`src/rtl/framing_pkg.sv`:
```
// ---------------------------------------------------------------------------
// framing_pkg: shared states, PN9 whitening constants and line-code chips.
// Rev 1.0
// ---------------------------------------------------------------------------
`default_nettype none

package framing_pkg;

   typedef enum logic [2:0] {
      ST_IDLE     = 3'd0,
      ST_PREAMBLE = 3'd1,
      ST_SYNC     = 3'd2,
      ST_PAYLOAD  = 3'd3,
      ST_FSC      = 3'd4,
      ST_STALL    = 3'd5
   } state_e;

   localparam int          PN9_TAP_A         = 0;
   localparam int          PN9_TAP_B         = 5;
   localparam logic [8:0]  PN9_DEFAULT_SEED  = 9'h1FF;

   localparam logic [15:0] DEFAULT_SYNC_WORD = 16'hD391;
   localparam logic [7:0]  DEFAULT_FSC_CODE  = 8'h7E;
   localparam logic [7:0]  PREAMBLE_BYTE     = 8'h55;

   // Chip pairs, first chip in bit [1].
   localparam logic [1:0]  MANCH_ONE         = 2'b10;
   localparam logic [1:0]  MANCH_ZERO        = 2'b01;

   function automatic logic [1:0] manchester_chips(input logic b);
      return b ? MANCH_ONE : MANCH_ZERO;
   endfunction

endpackage

`default_nettype wire

```
`src/rtl/framing_pn9_whitener.sv`:
```
// ---------------------------------------------------------------------------
// framing_pn9_whitener: PN9 LFSR with load/advance/freeze and XOR output.
// Rev 1.0
// ---------------------------------------------------------------------------
`default_nettype none

module framing_pn9_whitener
   import framing_pkg::*;
#(
   parameter logic [8:0] SEED = PN9_DEFAULT_SEED
)(
   input  logic clk,
   input  logic reset_n,
   input  logic load_i,
   input  logic advance_i,
   input  logic freeze_i,
   input  logic data_bit_i,
   output logic whitened_o
);

   logic [8:0] lfsr_q;
   logic [8:0] lfsr_d;

   always_comb begin
      lfsr_d = lfsr_q;
      if (load_i) begin
         lfsr_d = SEED;
      end else if (advance_i && !freeze_i) begin
         lfsr_d = {lfsr_q[PN9_TAP_A] ^ lfsr_q[PN9_TAP_B], lfsr_q[8:1]};
      end
   end

   always_ff @(posedge clk or negedge reset_n) begin
      if (!reset_n) begin
         lfsr_q <= SEED;
      end else begin
         lfsr_q <= lfsr_d;
      end
   end

   assign whitened_o = data_bit_i ^ lfsr_q[0];

endmodule

`default_nettype wire

```
`src/rtl/framing_encoding.sv`:
```
// ---------------------------------------------------------------------------
// framing_encoding: TX framer, preamble/sync/PN9 payload/FSC, one chip per clk.
// Manchester line code when FRAMING_ENC_MANCHESTER_EN is defined, else NRZ. Rev 1.0
// ---------------------------------------------------------------------------
`default_nettype none

module framing_encoding
   import framing_pkg::*;
#(
   parameter int          PREAMBLE_BYTES = 4,
   parameter logic [15:0] SYNC_WORD      = DEFAULT_SYNC_WORD,
   parameter logic [7:0]  FSC_CODE       = DEFAULT_FSC_CODE,
   parameter logic [8:0]  PN9_SEED       = PN9_DEFAULT_SEED
)(
   input  logic       clk,
   input  logic       reset_n,
   input  logic [7:0] data_in,
   input  logic       data_in_valid,
   input  logic       data_in_last,
   output logic       data_in_ready,
   output logic       data_out,
   output logic       data_out_valid,
   output logic       frame_active,
   output logic       fsc_end,
   output logic       underrun
);

   state_e     state_q, state_d;
   logic [2:0] bit_q, bit_d;
   logic [3:0] byte_q, byte_d;
   logic [7:0] hold_q, hold_d;
   logic       hold_full_q, hold_full_d;
   logic       hold_last_q, hold_last_d;
   logic [7:0] shift_q, shift_d;
   logic       shift_last_q, shift_last_d;
   logic       last_seen_q, last_seen_d;
   logic       underrun_q, underrun_d;

   logic       w_accept;
   logic       w_tx;
   logic       w_chip_last;
   logic       w_bit_end;
   logic       w_byte_end;
   logic       w_lfsr_load;
   logic [7:0] w_cur_byte;
   logic       w_raw_bit;
   logic       w_white_bit;
   logic       w_line_bit;

   assign data_in_ready = !hold_full_q && !last_seen_q && (state_q != ST_FSC);
   assign w_accept      = data_in_valid && data_in_ready;
   assign w_tx          = (state_q == ST_PREAMBLE) || (state_q == ST_SYNC) ||
                          (state_q == ST_PAYLOAD)  || (state_q == ST_FSC);
   assign w_bit_end     = w_tx && w_chip_last;
   assign w_byte_end    = w_bit_end && (bit_q == 3'd7);

   always_comb begin
      case (state_q)
         ST_PREAMBLE: w_cur_byte = PREAMBLE_BYTE;
         ST_SYNC:     w_cur_byte = byte_q[0] ? SYNC_WORD[7:0] : SYNC_WORD[15:8];
         ST_PAYLOAD:  w_cur_byte = shift_q;
         ST_FSC:      w_cur_byte = FSC_CODE;
         default:     w_cur_byte = 8'h00;
      endcase
   end

   assign w_raw_bit  = w_cur_byte[3'd7 - bit_q];
   assign w_line_bit = (state_q == ST_PAYLOAD) ? w_white_bit : w_raw_bit;

   framing_pn9_whitener #(
      .SEED       (PN9_SEED)
   ) u_whitener (
      .clk        (clk),
      .reset_n    (reset_n),
      .load_i     (w_lfsr_load),
      .advance_i  ((state_q == ST_PAYLOAD) && w_bit_end),
      .freeze_i   (state_q == ST_STALL),
      .data_bit_i (w_raw_bit),
      .whitened_o (w_white_bit)
   );

`ifdef FRAMING_ENC_MANCHESTER_EN
   logic       chip_q;
   logic [1:0] w_chips;

   assign w_chips     = manchester_chips(w_line_bit);
   assign w_chip_last = chip_q;
   assign data_out    = w_tx && (chip_q ? w_chips[0] : w_chips[1]);

   always_ff @(posedge clk or negedge reset_n) begin
      if (!reset_n) begin
         chip_q <= 1'b0;
      end else if (w_tx) begin
         chip_q <= ~chip_q;
      end
   end
`else
   assign w_chip_last = 1'b1;
   assign data_out    = w_tx && w_line_bit;
`endif

   always_comb begin
      state_d      = state_q;
      bit_d        = bit_q;
      byte_d       = byte_q;
      hold_d       = hold_q;
      hold_full_d  = hold_full_q;
      hold_last_d  = hold_last_q;
      shift_d      = shift_q;
      shift_last_d = shift_last_q;
      last_seen_d  = last_seen_q;
      underrun_d   = 1'b0;
      w_lfsr_load  = 1'b0;

      if (w_bit_end) begin
         bit_d = bit_q + 3'd1;
      end

      case (state_q)
         ST_IDLE: begin
            if (w_accept) begin
               hold_d      = data_in;
               hold_full_d = 1'b1;
               hold_last_d = data_in_last;
               last_seen_d = data_in_last;
               byte_d      = 4'd0;
               state_d     = ST_PREAMBLE;
            end
         end
         ST_PREAMBLE: begin
            if (w_byte_end) begin
               if (byte_q == 4'(PREAMBLE_BYTES - 1)) begin
                  byte_d  = 4'd0;
                  state_d = ST_SYNC;
               end else begin
                  byte_d  = byte_q + 4'd1;
               end
            end
         end
         ST_SYNC: begin
            if (w_byte_end) begin
               if (byte_q == 4'd1) begin
                  shift_d      = hold_q;
                  shift_last_d = hold_last_q;
                  hold_full_d  = 1'b0;
                  w_lfsr_load  = 1'b1;
                  byte_d       = 4'd0;
                  state_d      = ST_PAYLOAD;
               end else begin
                  byte_d       = byte_q + 4'd1;
               end
            end
         end
         ST_PAYLOAD: begin
            if (w_byte_end) begin
               if (shift_last_q) begin
                  state_d      = ST_FSC;
               end else if (hold_full_q) begin
                  shift_d      = hold_q;
                  shift_last_d = hold_last_q;
                  hold_full_d  = 1'b0;
               end else if (w_accept) begin
                  // Byte arriving on the boundary cycle goes straight to the shifter.
                  shift_d      = data_in;
                  shift_last_d = data_in_last;
                  last_seen_d  = data_in_last;
               end else begin
                  underrun_d   = 1'b1;
                  state_d      = ST_STALL;
               end
            end else if (w_accept) begin
               hold_d      = data_in;
               hold_full_d = 1'b1;
               hold_last_d = data_in_last;
               last_seen_d = data_in_last;
            end
         end
         ST_STALL: begin
            if (w_accept) begin
               shift_d      = data_in;
               shift_last_d = data_in_last;
               last_seen_d  = data_in_last;
               state_d      = ST_PAYLOAD;
            end
         end
         ST_FSC: begin
            if (w_byte_end) begin
               last_seen_d = 1'b0;
               state_d     = ST_IDLE;
            end
         end
         default: state_d = ST_IDLE;
      endcase
   end

   always_ff @(posedge clk or negedge reset_n) begin
      if (!reset_n) begin
         state_q      <= ST_IDLE;
         bit_q        <= 3'd0;
         byte_q       <= 4'd0;
         hold_q       <= 8'h00;
         hold_full_q  <= 1'b0;
         hold_last_q  <= 1'b0;
         shift_q      <= 8'h00;
         shift_last_q <= 1'b0;
         last_seen_q  <= 1'b0;
         underrun_q   <= 1'b0;
      end else begin
         state_q      <= state_d;
         bit_q        <= bit_d;
         byte_q       <= byte_d;
         hold_q       <= hold_d;
         hold_full_q  <= hold_full_d;
         hold_last_q  <= hold_last_d;
         shift_q      <= shift_d;
         shift_last_q <= shift_last_d;
         last_seen_q  <= last_seen_d;
         underrun_q   <= underrun_d;
      end
   end

   assign data_out_valid = w_tx;
   assign frame_active   = (state_q != ST_IDLE);
   assign fsc_end        = (state_q == ST_FSC) && w_byte_end;
   assign underrun       = underrun_q;

endmodule

`default_nettype wire

```
`config.mk`:
```
export PLATFORM = sky130hd
export DESIGN_NAME = framing_encoding
export DESIGN_NICKNAME = d
export VERILOG_FILES = /design/src/rtl/framing_pkg.sv /design/src/rtl/framing_pn9_whitener.sv /design/src/rtl/framing_encoding.sv
export SDC_FILE = /design/constraint.sdc
export NUM_CORES = 1
export LEC_CHECK = 0
export ABC_AREA = 1
export BUFFER_PORTS_ARGS = -buffer_cell sky130_fd_sc_hd__buf_2
export CAP_MARGIN = 30
export CORE_UTILIZATION = 41
export DETAILED_ROUTE_END_ITERATION = 16
export SLEW_MARGIN = 20
export SYNTH_ARGS = -nofsm -noshare
export SYNTH_HDL_FRONTEND = slang
export SYNTH_SLANG_ARGS = --single-unit
export TNS_END_PERCENT = 1
```
`constraint.sdc`:
```
create_clock -name clk -period 5.2 [get_ports clk]
set_clock_uncertainty 0.2 [all_clocks]
set_input_delay 0.52 -clock clk [delete_from_list [all_inputs] [get_ports clk]]
set_output_delay 0.52 -clock clk [all_outputs]
set_load 0.02 [all_outputs]
```
==> results of run 1 <==
-- kinds of logic after synthesis --
group                    after synthesis  share of synthesized area
XOR/XNOR                               3                     0.0110
AO/OA/AOI/OAI                         57                      0.142
flip-flops                            40                      0.424
AND/OR/NAND/NOR                      157                      0.309
buffers and inverters                 47                     0.0934
adder cells (fa/ha/maj)                4                     0.0210
-- worst register-to-register path: stages, from the launching register on --
cell	delay [ns]
dfrtp_1	0.47
ha_1	0.19
ha_1	0.29
inv_1	0.14
a21oi_1	0.20
or2_1	0.63
nand2_1	0.16
o21ai_2	0.08
-- registers in the layout (all words and copies together) (netlist names) --
name / flops
byte_q: 4
hold_q: 8
state_q: 3
hold_last_q: 1
underrun: 1
bit_q: 3
hold_full_q: 1
last_seen_q: 1
u_whitener.lfsr_q: 9
shift_q: 8
shift_last_q: 1
-- layout make-up --
| type | count | area [um2] |
|---|---|---|
| clock buffers | 5 | 68.8 |
| clock inverters | 3 | 42.5 |
| fillers | 594 | 2910 |
| inverters | 39 | 150 |
| multi-input cells | 221 | 1150 |
| flip-flops and latches | 40 | 1010 |
| well taps | 72 | 90.1 |
| repair buffers | 19 | 115 |
-- stage by stage --
step,hold WS [ns],utilization,power (mW)
2_1_floorplan,0.0244,-,0.320
3_3_place_gp,0.265,0.449,0.331
3_5_place_dp,0.269,0.449,0.331
4_1_cts,0.193,0.469,0.590
5_1_grt,0.277,0.474,0.604
6_report,0.277,0.474,0.585
-- metal layers --
| metal | GRT usage | wire [um] | vias to the layer above |
|---|---|---|---|
| met3 | 0.0349 | 174 | 6 |
| met4 | 0.0667 | 74 | 0 |
| met2 | 0.288 | 2290 | 41 |
| met1 | 0.242 | 2480 | 897 |
| met5 | 0 | 0 | - |
| li1 | - | - | 1023 |
-- power groups by stage --
stage | sequential (mW) | clock [mW] | combinational (mW)
2_1_floorplan | 0.317 | 0 | 0.00248
3_3_place_gp | 0.317 | 0 | 0.0138
3_5_place_dp | 0.317 | 0 | 0.0141
4_1_cts | 0.311 | 0.264 | 0.0140
5_1_grt | 0.311 | 0.275 | 0.0181
6_report | 0.311 | 0.258 | 0.0156
-- Yosys cell counts, drive strengths merged --
master / count / share of area
nor3b: 1 / 0.0031
nor4: 1 / 0.0026
o22ai: 1 / 0.0026
o21ai: 42 / 0.10
clkinv: 1 / 0.0021
nor2: 33 / 0.070
o211ai: 4 / 0.013
or2: 2 / 0.0052
dfrtp: 31 / 0.33
dfstp: 9 / 0.099
nor3: 2 / 0.0042
nand4: 1 / 0.0026
nand3: 25 / 0.062
xor2: 2 / 0.0073
clkbuf: 1 / 0.0016
nand2: 92 / 0.16
inv: 38 / 0.061
xnor2: 1 / 0.0037
a21oi: 7 / 0.015
buf: 7 / 0.029
a21boi: 3 / 0.0094
ha: 4 / 0.021
-- timing repair --
action	CTS	global route
endpoints found under the hold margin	0	10
resized for setup	0	0
hold buffers	0	1
-- worst paths after layout --
kind	startpoint	to	depth (start not counted)	slack, ns
setup reg to reg	bit_q[0]	hold_q[2]	7	2.77
hold / removal	data_in[3]	hold_q[3]	3	0.28
max in group asynchronous	reset_n	u_whitener.lfsr_q[0]	3	3.80
hold reg to reg	hold_q[0]	hold_q[0]	2	0.29
setup / recovery	state_q[2]	data_out	13	2.32
min in group asynchronous	reset_n	byte_q[3]	2	0.46
==> results.cfg, run 1 <==
[sta]
fmax_ghz = 0.347
layout_setup_ws_ns = 2.32
setup_violations = 0
tightest_slew_ns = 0.772
rsz0062_at_grt = no
hold_viol = 0
relSlewSlack = 0.485
min_period_ns = 2.88
slew_violations = 0
period_share = 0.554
setup_tns_ns = 0

[synth]
syn_area_per_cell_um2 = 7.74
yosysSeqAreaShare = 0.424
synth_cells = 308
ys_ff_latch = 40
ys_warn_count = 0
synthesis.area_um2 = 2380
synth_nets = 324
synthDistinctLibCells = 36

[route]
wl_per_cell_um = 12.6
ant_nets = 0
drcViolationCount = 0
vias_per_cell = 4.93
wl_mm = 5.02
vias = 1967
drt_first_pass_iters = 4
drtIter0Drc = 108

[power]
power_frac_comb = 0.027
pwr-share-seq = 0.532
switching_share = 0.215
p_leak_nw = 1.35
intPower_mw = 0.459
power_frac_clock = 0.441
ir_drop_mv = 0.176
switching_power_mw = 0.126
power-per-cell-area_nw_per_um2 = 222

[floorplanning]
start_util = 0.430
core_um2 = 5540
die_h_um = 78.3
rows = 27
die_w_um = 78.3
ioPinCount = 18
die-area_um2 = 6130

[global_route]
antenna_found_initial = 0
grt_usage = 0.180
first_global_vias = 1800
grt.overflow.total = 0
grt_pass1_wl_mm = 8.54
grt_max_degree = 41

[place]
hpwl_mm = 3.64
placed_area_um2 = 2490
dp.cells = 389
pre_cts_ws_ns = 2.65
globalplace.congestion = 0.868
numPortBuffers = 17

[final_layout]
finalNonFillerCells = 399
area_delta_synth_final_pct = 10.2
layout_common_cells = nand2_1 (83), inv_1 (36), dfrtp_1 (31)
n_antenna_cell = 0
stdcell_area_um2 = 2630
drive_gt1_frac = 0.199
final_common_cell = nand2_1
nNetsFinal = 342

[worst_setup_path]
slowest_delay_ns = 0.56
worstPathCellList = inv_4 > nand3_2 > nor2_1 > nor2_1 > nand2_1 > nand2_1 > nand2_1 > nand2_1 > nand2_1 > nand2_1 > nand2_1 > inv_1 > buf_2
critical-path-top-delay-family = simple AND/OR/NAND/NOR gates
cp_slowest_cell = dfrtp_1
cp_num_buf_inv = 3
cp_max_fo = 19
end_kind = output port
criticalPathCategory = reg -> out
worstSetupStartpointType = flop
arrival_ns = 2.16
critPathMostFrequentCell = nand2_1
critPathRequiredTime_ns = 4.48

[clock_tree]
clockRootBuffer = clkbuf_8
clock_path_buffers = 2
path_clk_slew_ns = 0.09
cts_setup_buffers = 0
clk_latency_ns = 0.29
cts_htree_levels = 2
numCtsBuffers = 5
cts_tree = done
cts_num_sinks = 40

[run]
maxCapViolations = 0

[worst_hold_path]
hp-class = in -> reg

[run_status]
outcome = completed
No activity file was read; power rests on OpenSTA's default activity.
==> inputs of run 2 (changes only) <==
- clock period: 5.2 -> 3.02 ns (I/O delays scaled with it)
==> run 2 against run 1 <==
  * Sequential cell count did not move
  * Via count increased by 2.4%
  * Routed wire length increased by 3.1%
  * Clock power is 66% higher
  * Global-route usage increased by 0.63 points
  * Power rose by 70%
  * Combinational power is 71% higher
  * Critical endpoint unchanged
  * Largest power group unchanged
  * Highest routed layer unchanged
==> results.cfg, run 2 (same netlist as run 1, synthesis figures left out) <==
[clock_tree]
clockRootBuffer = clkbuf_8
numCtsBuffers = 5
path_clk_slew_ns = 0.08
cts_htree_levels = 2
cts_num_sinks = 40
clk_latency_ns = 0.29
clock_path_buffers = 2
cts_tree = done

[worst_setup_path]
critPathRequiredTime_ns = 2.52
criticalPathCategory = reg -> out
arrival_ns = 2.06
end_kind = output port
reg2regPathDepth = 7
cp_max_fo = 9
worstSetupStartpointType = flop

[final_layout]
finalNonFillerCells = 402
area_delta_synth_final_pct = 11.0
largestRegisters = u_whitener.lfsr_q x9, hold_q x8, shift_q x8
largest_reg_flops = 9
layout_common_cells = nand2_1 (83), inv_1 (36), dfrtp_1 (31)
multiInputGateArea_um2 = 1150
fill_cells = 586
stdcell_area_um2 = 2650
top_register = u_whitener.lfsr_q
final_common_cell = nand2_1
drive_gt1_frac = 0.203
final-seq-area_um2 = 1010
n_antenna_cell = 0
nNetsFinal = 345

[global_route]
grt_usage = 0.187
grt_pass1_wl_mm = 9.03
first_global_vias = 1988
grt_max_degree = 41
grt.overflow.total = 0
antenna_found_initial = 0

[route]
vias = 2015
drtIter0Drc = 129
wl_mm = 5.18
drcViolationCount = 0
vias_per_cell = 5.01
ant_nets = 0
drt_first_pass_iters = 6
wl_per_cell_um = 12.9

[floorplanning]
core_um2 = 5540
die-area_um2 = 6130
die_w_um = 78.3
ioPinCount = 18
start_util = 0.430
rows = 27
die_h_um = 78.3

[sta]
setup_tns_ns = 0
period_share = 0.848
fmax_ghz = 0.390
setup_violations = 0
slew_violations = 0
hold_viol = 0
rsz0062_at_grt = no
tightest_slew_ns = 0.548
min_period_ns = 2.56
relSlewSlack = 0.634

[power]
ir_drop_mv = 0.156
power-per-cell-area_nw_per_um2 = 375
total_power_mw = 0.992
p_leak_nw = 1.37

[place]
dp.cells = 392
placed_area_um2 = 2510
numPortBuffers = 17
globalplace.congestion = 0.880
hpwl_mm = 3.75

[worst_hold_path]
holdPathStages = 3
hp-class = in -> reg

[run_status]
outcome = completed

[run]
maxCapViolations = 0
run 2: cell count changes in the layout (fill, tap and decap cells not counted):
| cell | previous run | this run |
|---|---|---|
| clkbuf_1 | 0 | 1 |
| clkinvlp_4 | 1 | 0 |
| buf_4 | 0 | 3 |
run 2: final cells by class:
class,instances,share of cell area
multi-input cells,221,0.434
flip-flops and latches,40,0.382
inverters,39,0.0567
repair buffers,22,0.0520
well taps,72,0.0340
clock buffers,6,0.0274
clock inverters,2,0.0132
run 2: metrics by stage:
| step | util | hold WS, ns | setup slack [ns] |
|---|---|---|---|
| after floorplan | - | -0.194 | 1.04 |
| after global placement | 0.453 | 0.265 | 0.799 |
| after detailed placement | 0.453 | 0.269 | 0.784 |
| after CTS | 0.474 | 0.0591 | 0.461 |
| after global routing | 0.478 | 0.0728 | 0.261 |
| final | 0.478 | 0.0632 | 0.459 |
run 2: what timing repair did:
item / 4_1_cts / 5_1_grt
setup buffers: 0 / 0
endpoints found under the hold margin: 31 / 0
hold buffers: 1 / 0
resized for setup: 0 / 0
run 2: per-layer routing:
metal  vias to the layer above  global-route usage  share of wire  wire [um]
li1                       1028                   -              -          -
met1                       956               0.243           0.49       2520
met2                        27               0.318           0.47       2450
met3                         4              0.0349          0.031        158
met4                         0              0.0481         0.0095         49
met5                         -                   0              0          0
run 2: where the power goes:
group	internal (mW)	switching (mW)
clock	0.245	0.184
combinational	0.00931	0.0173
sequential	0.536	0
run 2: path summary, 6_finish.rpt:
check	start	slack [ns]	endpoint
setup / recovery	state_q[2]	0.46	data_out
hold / removal	data_in[3]	0.06	hold_q[3]
setup reg to reg	state_q[2]	0.78	shift_last_q
hold reg to reg	hold_q[2]	0.28	hold_q[2]
max in group asynchronous	reset_n	1.84	u_whitener.lfsr_q[2]
min in group asynchronous	reset_n	0.25	state_q[2]
run 2: critical path, stage by stage (launching register included):
cell	delay [ns]
dfrtp_1	0.58
inv_4	0.20
nand2_2	0.08
nor2_2	0.24
nand2_1	0.08
nand3_1	0.07
nand3_1	0.06
nand2_1	0.06
nand2_1	0.06
nand2_1	0.07
nand2_1	0.04
nand2_1	0.06
inv_1	0.03
buf_2	0.14
